$ cat src/rtl/ps2_key_gen.sv
// PS/2 keyboard receiver: synchronizes and filters the raw lines, frames 11-bit
// packets and turns scancode bytes into key events. Optional macro: PS2_KEY_GEN_TIMEOUT_EN.
module ps2_key_gen #(
    parameter int FILTER_LEN  = 8,
    parameter int TIMEOUT_CYC = 50000
) (
    input  logic        clk_sys,
    input  logic        reset,
    input  logic        ps2_clk_in,
    input  logic        ps2_dat_in,
    output logic [10:0] ps2_key,
    output logic        frame_err,
    output logic [1:0]  state_dbg
);
    localparam int FCW = $clog2(FILTER_LEN + 1);

    typedef enum logic [1:0] {
        IDLE   = 2'd0,
        DATA   = 2'd1,
        PARITY = 2'd2,
        STOP   = 2'd3
    } state_t;

    state_t          state_q, state_d;
    logic            clk_s1_q, clk_s1_d, clk_s2_q, clk_s2_d;
    logic            dat_s1_q, dat_s1_d, dat_s2_q, dat_s2_d;
    logic            clk_filt_q, clk_filt_d;
    logic [FCW-1:0]  filt_cnt_q, filt_cnt_d;
    logic [2:0]      bit_cnt_q, bit_cnt_d;
    logic [7:0]      shift_q, shift_d;
    logic            par_q, par_d;
    logic            ext_q, ext_d, brk_q, brk_d;
    logic [2:0]      skip_q, skip_d;
    logic [10:0]     key_q, key_d;
    logic            frame_err_q, frame_err_d;
    logic            fall;
    logic            byte_ok;
    logic            ack_byte;

`ifdef PS2_KEY_GEN_TIMEOUT_EN
    localparam int TOW = $clog2(TIMEOUT_CYC + 1);
    logic [TOW-1:0]  to_cnt_q, to_cnt_d;
`endif

    always_comb begin
        clk_s1_d    = ps2_clk_in;
        clk_s2_d    = clk_s1_q;
        dat_s1_d    = ps2_dat_in;
        dat_s2_d    = dat_s1_q;
        clk_filt_d  = clk_filt_q;
        filt_cnt_d  = '0;
        state_d     = state_q;
        bit_cnt_d   = bit_cnt_q;
        shift_d     = shift_q;
        par_d       = par_q;
        ext_d       = ext_q;
        brk_d       = brk_q;
        skip_d      = skip_q;
        key_d       = key_q;
        frame_err_d = 1'b0;
        byte_ok     = 1'b0;
        ack_byte    = 1'b0;

        // Any sample back at the current level restarts the run of new-level samples.
        if (clk_s2_q != clk_filt_q) begin
            if (filt_cnt_q == FCW'(FILTER_LEN - 1)) begin
                clk_filt_d = clk_s2_q;
            end else begin
                filt_cnt_d = filt_cnt_q + FCW'(1);
            end
        end
        fall = clk_filt_q & ~clk_filt_d;

        if (fall) begin
            case (state_q)
                IDLE: begin
                    if (!dat_s2_q) begin
                        state_d   = DATA;
                        bit_cnt_d = 3'd0;
                    end
                end
                DATA: begin
                    shift_d   = {dat_s2_q, shift_q[7:1]};
                    bit_cnt_d = bit_cnt_q + 3'd1;
                    if (bit_cnt_q == 3'd7) state_d = PARITY;
                end
                PARITY: begin
                    par_d   = dat_s2_q;
                    state_d = STOP;
                end
                STOP: begin
                    state_d = IDLE;
                    if (dat_s2_q && (^{par_q, shift_q})) byte_ok = 1'b1;
                    else frame_err_d = 1'b1;
                end
                default: state_d = IDLE;
            endcase
        end

        ack_byte = (shift_q == 8'hFA) || (shift_q == 8'hAA) || (shift_q == 8'hEE) ||
                   (shift_q == 8'hFE) || (shift_q == 8'hFC);

        if (byte_ok) begin
            if (skip_q != 3'd0) begin
                skip_d = skip_q - 3'd1;
            end else if (shift_q == 8'hE0) begin
                ext_d = 1'b1;
            end else if (shift_q == 8'hF0) begin
                brk_d = 1'b1;
            end else if (shift_q == 8'hE1) begin
                skip_d = 3'd7;
            end else if (!(ack_byte && !ext_q && !brk_q)) begin
                key_d = {~key_q[10], ~brk_q, ext_q, shift_q};
                ext_d = 1'b0;
                brk_d = 1'b0;
            end
        end

`ifdef PS2_KEY_GEN_TIMEOUT_EN
        // A stalled frame is abandoned; prefix and skip state survive the abort.
        if (fall || state_q == IDLE) begin
            to_cnt_d = '0;
        end else if (to_cnt_q == TOW'(TIMEOUT_CYC - 1)) begin
            to_cnt_d    = '0;
            state_d     = IDLE;
            frame_err_d = 1'b1;
        end else begin
            to_cnt_d = to_cnt_q + TOW'(1);
        end
`endif
    end

    always_ff @(posedge clk_sys) begin
        if (reset) begin
            clk_s1_q    <= 1'b1;
            clk_s2_q    <= 1'b1;
            dat_s1_q    <= 1'b1;
            dat_s2_q    <= 1'b1;
            clk_filt_q  <= 1'b1;
            filt_cnt_q  <= '0;
            state_q     <= IDLE;
            bit_cnt_q   <= 3'd0;
            shift_q     <= 8'd0;
            par_q       <= 1'b0;
            ext_q       <= 1'b0;
            brk_q       <= 1'b0;
            skip_q      <= 3'd0;
            key_q       <= 11'd0;
            frame_err_q <= 1'b0;
        end else begin
            clk_s1_q    <= clk_s1_d;
            clk_s2_q    <= clk_s2_d;
            dat_s1_q    <= dat_s1_d;
            dat_s2_q    <= dat_s2_d;
            clk_filt_q  <= clk_filt_d;
            filt_cnt_q  <= filt_cnt_d;
            state_q     <= state_d;
            bit_cnt_q   <= bit_cnt_d;
            shift_q     <= shift_d;
            par_q       <= par_d;
            ext_q       <= ext_d;
            brk_q       <= brk_d;
            skip_q      <= skip_d;
            key_q       <= key_d;
            frame_err_q <= frame_err_d;
        end
    end

`ifdef PS2_KEY_GEN_TIMEOUT_EN
    always_ff @(posedge clk_sys) begin
        if (reset) to_cnt_q <= '0;
        else       to_cnt_q <= to_cnt_d;
    end
`endif

    assign ps2_key   = key_q;
    assign frame_err = frame_err_q;
    assign state_dbg = state_q;
endmodule

$ cat config.mk
export PLATFORM = sky130hd
export DESIGN_NAME = ps2_key_gen
export DESIGN_NICKNAME = d
export VERILOG_FILES = /design/src/rtl/ps2_key_gen.sv
export SDC_FILE = /design/constraint.sdc
export NUM_CORES = 1
export LEC_CHECK = 0
export BUFFER_PORTS_ARGS = -buffer_cell sky130_fd_sc_hd__buf_4
export CAP_MARGIN = 20
export CORE_ASPECT_RATIO = 0.7
export CORE_MARGIN = 5
export CORE_UTILIZATION = 45
export CTS_BUF_LIST = sky130_fd_sc_hd__clkbuf_8
export DETAILED_ROUTE_END_ITERATION = 16
export PLACE_DENSITY = 0.72
export SETUP_SLACK_MARGIN = 0.05
export SYNTH_ARGS = -nofsm -noshare
export SYNTH_HDL_FRONTEND = slang
export SYNTH_SLANG_ARGS = --single-unit
$ cat constraint.sdc
create_clock -name clk_sys -period 4.1 [get_ports clk_sys]
set_clock_uncertainty 0.1 [all_clocks]
set_input_delay 0.82 -clock clk_sys [delete_from_list [all_inputs] [get_ports clk_sys]]
set_output_delay 0.82 -clock clk_sys [all_outputs]
set_load 0.01 [all_outputs]
---- Yosys cells after proc, flatten, opt, wreduce, memory -nomap -nowiden ----
Index checks and enable logic that the tools add are counted.
storage, ports and cells
  flip-flop bits (word level) ............. 40
  latch bits .............................. 0
  memory bits (writable) .................. 0
  bits in read-only memories .............. 0
  input bits .............................. 4
  output and inout bits ................... 14
  word-level logic and storage cells ...... 97
  memories ................................ 0
operators by class
  add/subtract/negate cells ............... 3
  $mul .................................... 0
  divide/modulo/power cells ............... 0
  magnitude comparators ................... 0
  equal/unequal tests ..................... 23
  shift-type cells ........................ 0
  multiplexer cells ....................... 20
  bitwise logic cells ..................... 12
  reduce and logical (&&, ||, !) cells .... 24
operators with widths
  cell                   count
  $eq A8 B8 Y1 const B   8
  $ne A2 B2 Y1 const B   9
  $mux W3                5
  $mux W1                11
  $not A1 Y1             11
  $reduce_and A5 Y1      2
  $reduce_xor A9 Y1      1
  $pmux W2 S4            1
  $pmux W3 S2            1
  $reduce_and A3 Y1      2
  $reduce_and A6 Y1      1
  $reduce_or A3 Y1       2
  $add A4 B1 Y4 const B  1
  $eq A2 B2 Y1 const B   2
  $eq A4 B3 Y1 const B   1
  $logic_or A1 B1 Y1     4
  $mux W2                2
  $reduce_and A2 Y1      2
  $reduce_and A4 Y1      1
  $reduce_bool A2 Y1     2
  $add A3 B1 Y3 const B  1
  $eq A3 B3 Y1 const B   1
  $logic_and A1 B1 Y1    3
  $reduce_bool A3 Y1     1
  6 further kinds        7

---- Depth between registers and ports, before layout ----
  word-level depth ........................ 11
  depth in mapped cells ................... 8

---- Worst setup path after synthesis ----
Ideal clock, no wire load.
  kind .................................... reg-to-reg
  from .................................... register shift_q[2]
  to ...................................... register key_q[10] (netlist: ps2_key[10])
  library setup time ...................... 0.070 ns
  arrival time ............................ 1.903 ns
  required time ........................... 3.930 ns
  path slack .............................. 2.026 ns
  cell stages (with the launch flop) ...... 8
  period minus slack after synthesis ...... 2.074 ns
  cells stage by stage .................... dfxtp_1 inv_1 ha_1 xnor3_2 xnor2_2 nand4b_4 or3_1 a21oi_1
between the ends
  longest elaborated chain between the ends .. 9
  elaborated cells on any way between the ends .. 24
  those cells by class .................... 8 x eq/ne; 3 x mux; 4 x bitwise; 9 x reduce/logical
RTL lines
  item                               line  RTL
  from (decl)                        30    logic [7:0] shift_q, shift_d;
  from (signal assigned)             159   shift_q <= shift_d;
  $eq A8 B8 Y1                       100   ack_byte = (shift_q == 8'hFA) || (shift_q == 8'hAA) || (shift_q == 8'hEE) ||
  $logic_or A1 B1 Y1 (3 in series)   100
  $logic_or A1 B1 Y1                 101   (shift_q == 8'hFE) || (shift_q == 8'hFC);
  $logic_and A1 B1 Y1 (2 in series)  112   end else if (!(ack_byte && !ext_q && !brk_q)) begin
  $not A1 Y1 (no line)               --
  $reduce_and A6 Y1 (no line) (*)    --
  to (signal assigned)               164   key_q <= key_d;
  to (decl)                          34    logic [10:0] key_q, key_d;
Every way passes the cells marked *; elsewhere a longest branch is shown, timed or not.
A chain may end at the register's enable or synchronous reset.

---- Final worst setup path ----
  from .................................... register shift_q[3]
  to ...................................... register key_q[9] (netlist: ps2_key[9])
The elaborated chain is that of the path after synthesis.

==> impl_metrics.ini <==
[critical_path]
slowest_delay_ps = 540
cp.required_ps = 4200
worstSetupStartpointType = flip-flop
path_buf_inv = 1
cp_max_fo = 12
cp_cell_sequence = inv_1 -> ha_1 -> xnor3_2 -> xnor2_2 -> and4b_1 -> a21oi_1 -> a211oi_1
cp-end-kind = flip-flop
crit_arrival_ps = 2530
critPathKind = reg2reg
critPathTopFamily = XOR/XNOR gates
cp_slowest_cell = and4b_1

[global_routing]
grt_usage = 0.1448
grt_pass1_wl_um = 6624
antenna_found_initial = 0
grt_start_max_net_pins = 37
grt_pass1_vias = 1446
grt_overflow = 0

[floorplanning]
start_util = 0.4631
die_width_um = 89.55
dieArea_mm2 = 0.005881
ios = 18
coreArea_mm2 = 0.004304
num_rows = 20
chipHeight_um = 65.68

[yosys]
synth.avg_cell_area_um2 = 9.143
synth_edf_count = 0
netlist_area_mm2 = 0.001993
synth.top_cells.by_area = dfxtp_1 40%, ha_1 12%, a21oi_1 5.5%, mux2i_1 4.5%, nand3_1 3.8%
synthDistinctLibCells = 41
synth-seq-area-share = 0.4018
synthArstFlopShare = 0
yosys_warnings = 0
synth-seq-cells = 40
synth.top_cell.area_share = 0.4018
syn_inst = 218
ys.flop_type = dfxtp_1
synth_nets = 241
yosys.area.top_type = dfxtp_1

[cells_and_area]
n_fill_cell = 420
layout_commonest_cell = dfxtp_1
syn2layout_area_growth_pct = 13.06
drive_above_1_share = 0.1645
final_nets = 253
layout_common_cells = 40 x dfxtp_1, 22 x a21oi_1, 19 x ha_1
diodes = 0

[detailed_routing]
vias = 1504
via_per_inst = 5.259
route.detailed.drc = 0
totalWireLength_um = 3799
drtIter0Drc = 73
detail_route.wl_per_cell_um = 13.28
detail-route-antenna-nets = 0
met3RoutedLength_um = 117
met2_wirelength_um = 1663
routed.top_layer = met4
drtPass1Iterations = 4
wl_met1_um = 1977

[cts]
cts_buffer_depth = 2
cts_setup_buffers = 0
cts_buffers = 5
cts_hold_buffers = 0
root_buffer = clkbuf_8
cts_sinks = 40
cts-htree-levels = 2
cts_resized = 0
cts_tree = done
clock_latency_ps = 290
clk_pin_slew_ps = 80

[sta]
relSlewSlack = 0.6682
tns_ps = 0
report.final.hold_viol_count = 0
rsz0062_at_grt = no
fin_crit_ps = 2431
fin_ws_ps = 1669
clock.fmax_mhz = 411.3
hold_ws_ps = 315.5
setup_viol = 0
slew_violations = 0
worst_slew_pin_slew_ps = 497.6
period_share = 0.5930

[hold_path]
hp-class = reg2reg

[placement]
dp_slack_ps = 1720
port_buffers = 17
gp_congestion = 0.7792
dp_hpwl_um = 2687

[status]
outcome = complete, no violations

[job]
maxCapViolations = 0

[pwr]
p_per_area_mw_per_mm2 = 333.8
peakVddDrop_uv = 201.1
power.leakage_nw = 0.9415
## metrics by stage
stage                     instance area [µm²]  std cells    util  power (mW)
after CTS                                2253        286  0.5235      0.7621
final                                    2253        286  0.5235      0.7522
after detailed placement                 2127        278  0.4942      0.4126
after global routing                     2253        286  0.5235      0.7820
after global placement                   2127        278  0.4942      0.4127
after floorplan                          1993        218       -      0.4086
## cell type report
| type | instances | area, µm² | area share |
|---|---|---|---|
| tap | 55 | 68.82 | 0.03054 |
| clock buffer | 7 | 96.34 | 0.04275 |
| multi-input combinational | 152 | 1077 | 0.4781 |
| timing repair buffer | 17 | 127.6 | 0.05664 |
| inverter | 14 | 52.55 | 0.02332 |
| sequential | 40 | 800.8 | 0.3554 |
| clock inverter | 1 | 30.03 | 0.01333 |
## synth_stat cells (3+ instances only)
library cell,count
inv_1,14
clkbuf_1,8
nand3_1,15
o21ai_0,12
and3_1,3
nor3_1,3
dfxtp_1,40
ha_1,19
nand2_1,12
mux2i_1,9
o21ai_1,4
a21oi_1,22
nor2_1,16
or2_2,4
## metal layers
metal  track usage  up-vias
met5             0        -
met4       0.05019        0
met3       0.03759        5
met2        0.2016       19
met1        0.2127      700
li1              -      780
## kinds of logic after synthesis
family	Yosys count	share of synthesized area
AO/OA/AOI/OAI	50	0.1532
flip-flops	40	0.4018
multiplexers	9	0.04520
buffers and inverters	26	0.05775
adder cells (fa/ha/maj)	19	0.1193
XOR/XNOR	5	0.03327
AND/OR/NAND/NOR	69	0.1896
## registers in the layout, summed over array words and instances (netlist names)
signal	flops
frame_err	1
shift_q	8
dat_s1_q	1
clk_s1_q	1
clk_filt_q	1
filt_cnt_q	4
bit_cnt_q	3
ps2_key	11
state_dbg	2
ext_q	1
brk_q	1
dat_s2_q	1
clk_s2_q	1
skip_q	3
par_q	1
## where the power goes
group / leakage (nW) / internal (mW) / switching [mW]
registers: 0.323 / 0.390 / 0.00144
logic: 0.554 / 0.00423 / 0.00747
clock network: 0.0645 / 0.215 / 0.134
## worst reg2reg max path, stage by stage (launching register included)
cell      delay (ps)
dfxtp_1          430
inv_1             70
ha_1             290
xnor3_2          380
xnor2_2          160
and4b_1          540
a21oi_1          140
a211oi_1         240
## worst paths after layout
| kind | startpoint | end | slack [ps] | cells past startpoint |
|---|---|---|---|---|
| worst max register to register | shift_q[3]$_SDFFE_PP0P_ | ps2_key[9]$_SDFFE_PP0P_ | 1670 | 7 |
| worst min-delay path | dat_s1_q$_SDFF_PP1_ | dat_s2_q$_SDFF_PP1_ | 320 | 1 |
| worst min register to register | dat_s1_q$_SDFF_PP1_ | dat_s2_q$_SDFF_PP1_ | 320 | 1 |
| worst max-delay path | shift_q[3]$_SDFFE_PP0P_ | ps2_key[9]$_SDFFE_PP0P_ | 1670 | 7 |
Note: power is estimated with default switching activity, not from simulation.
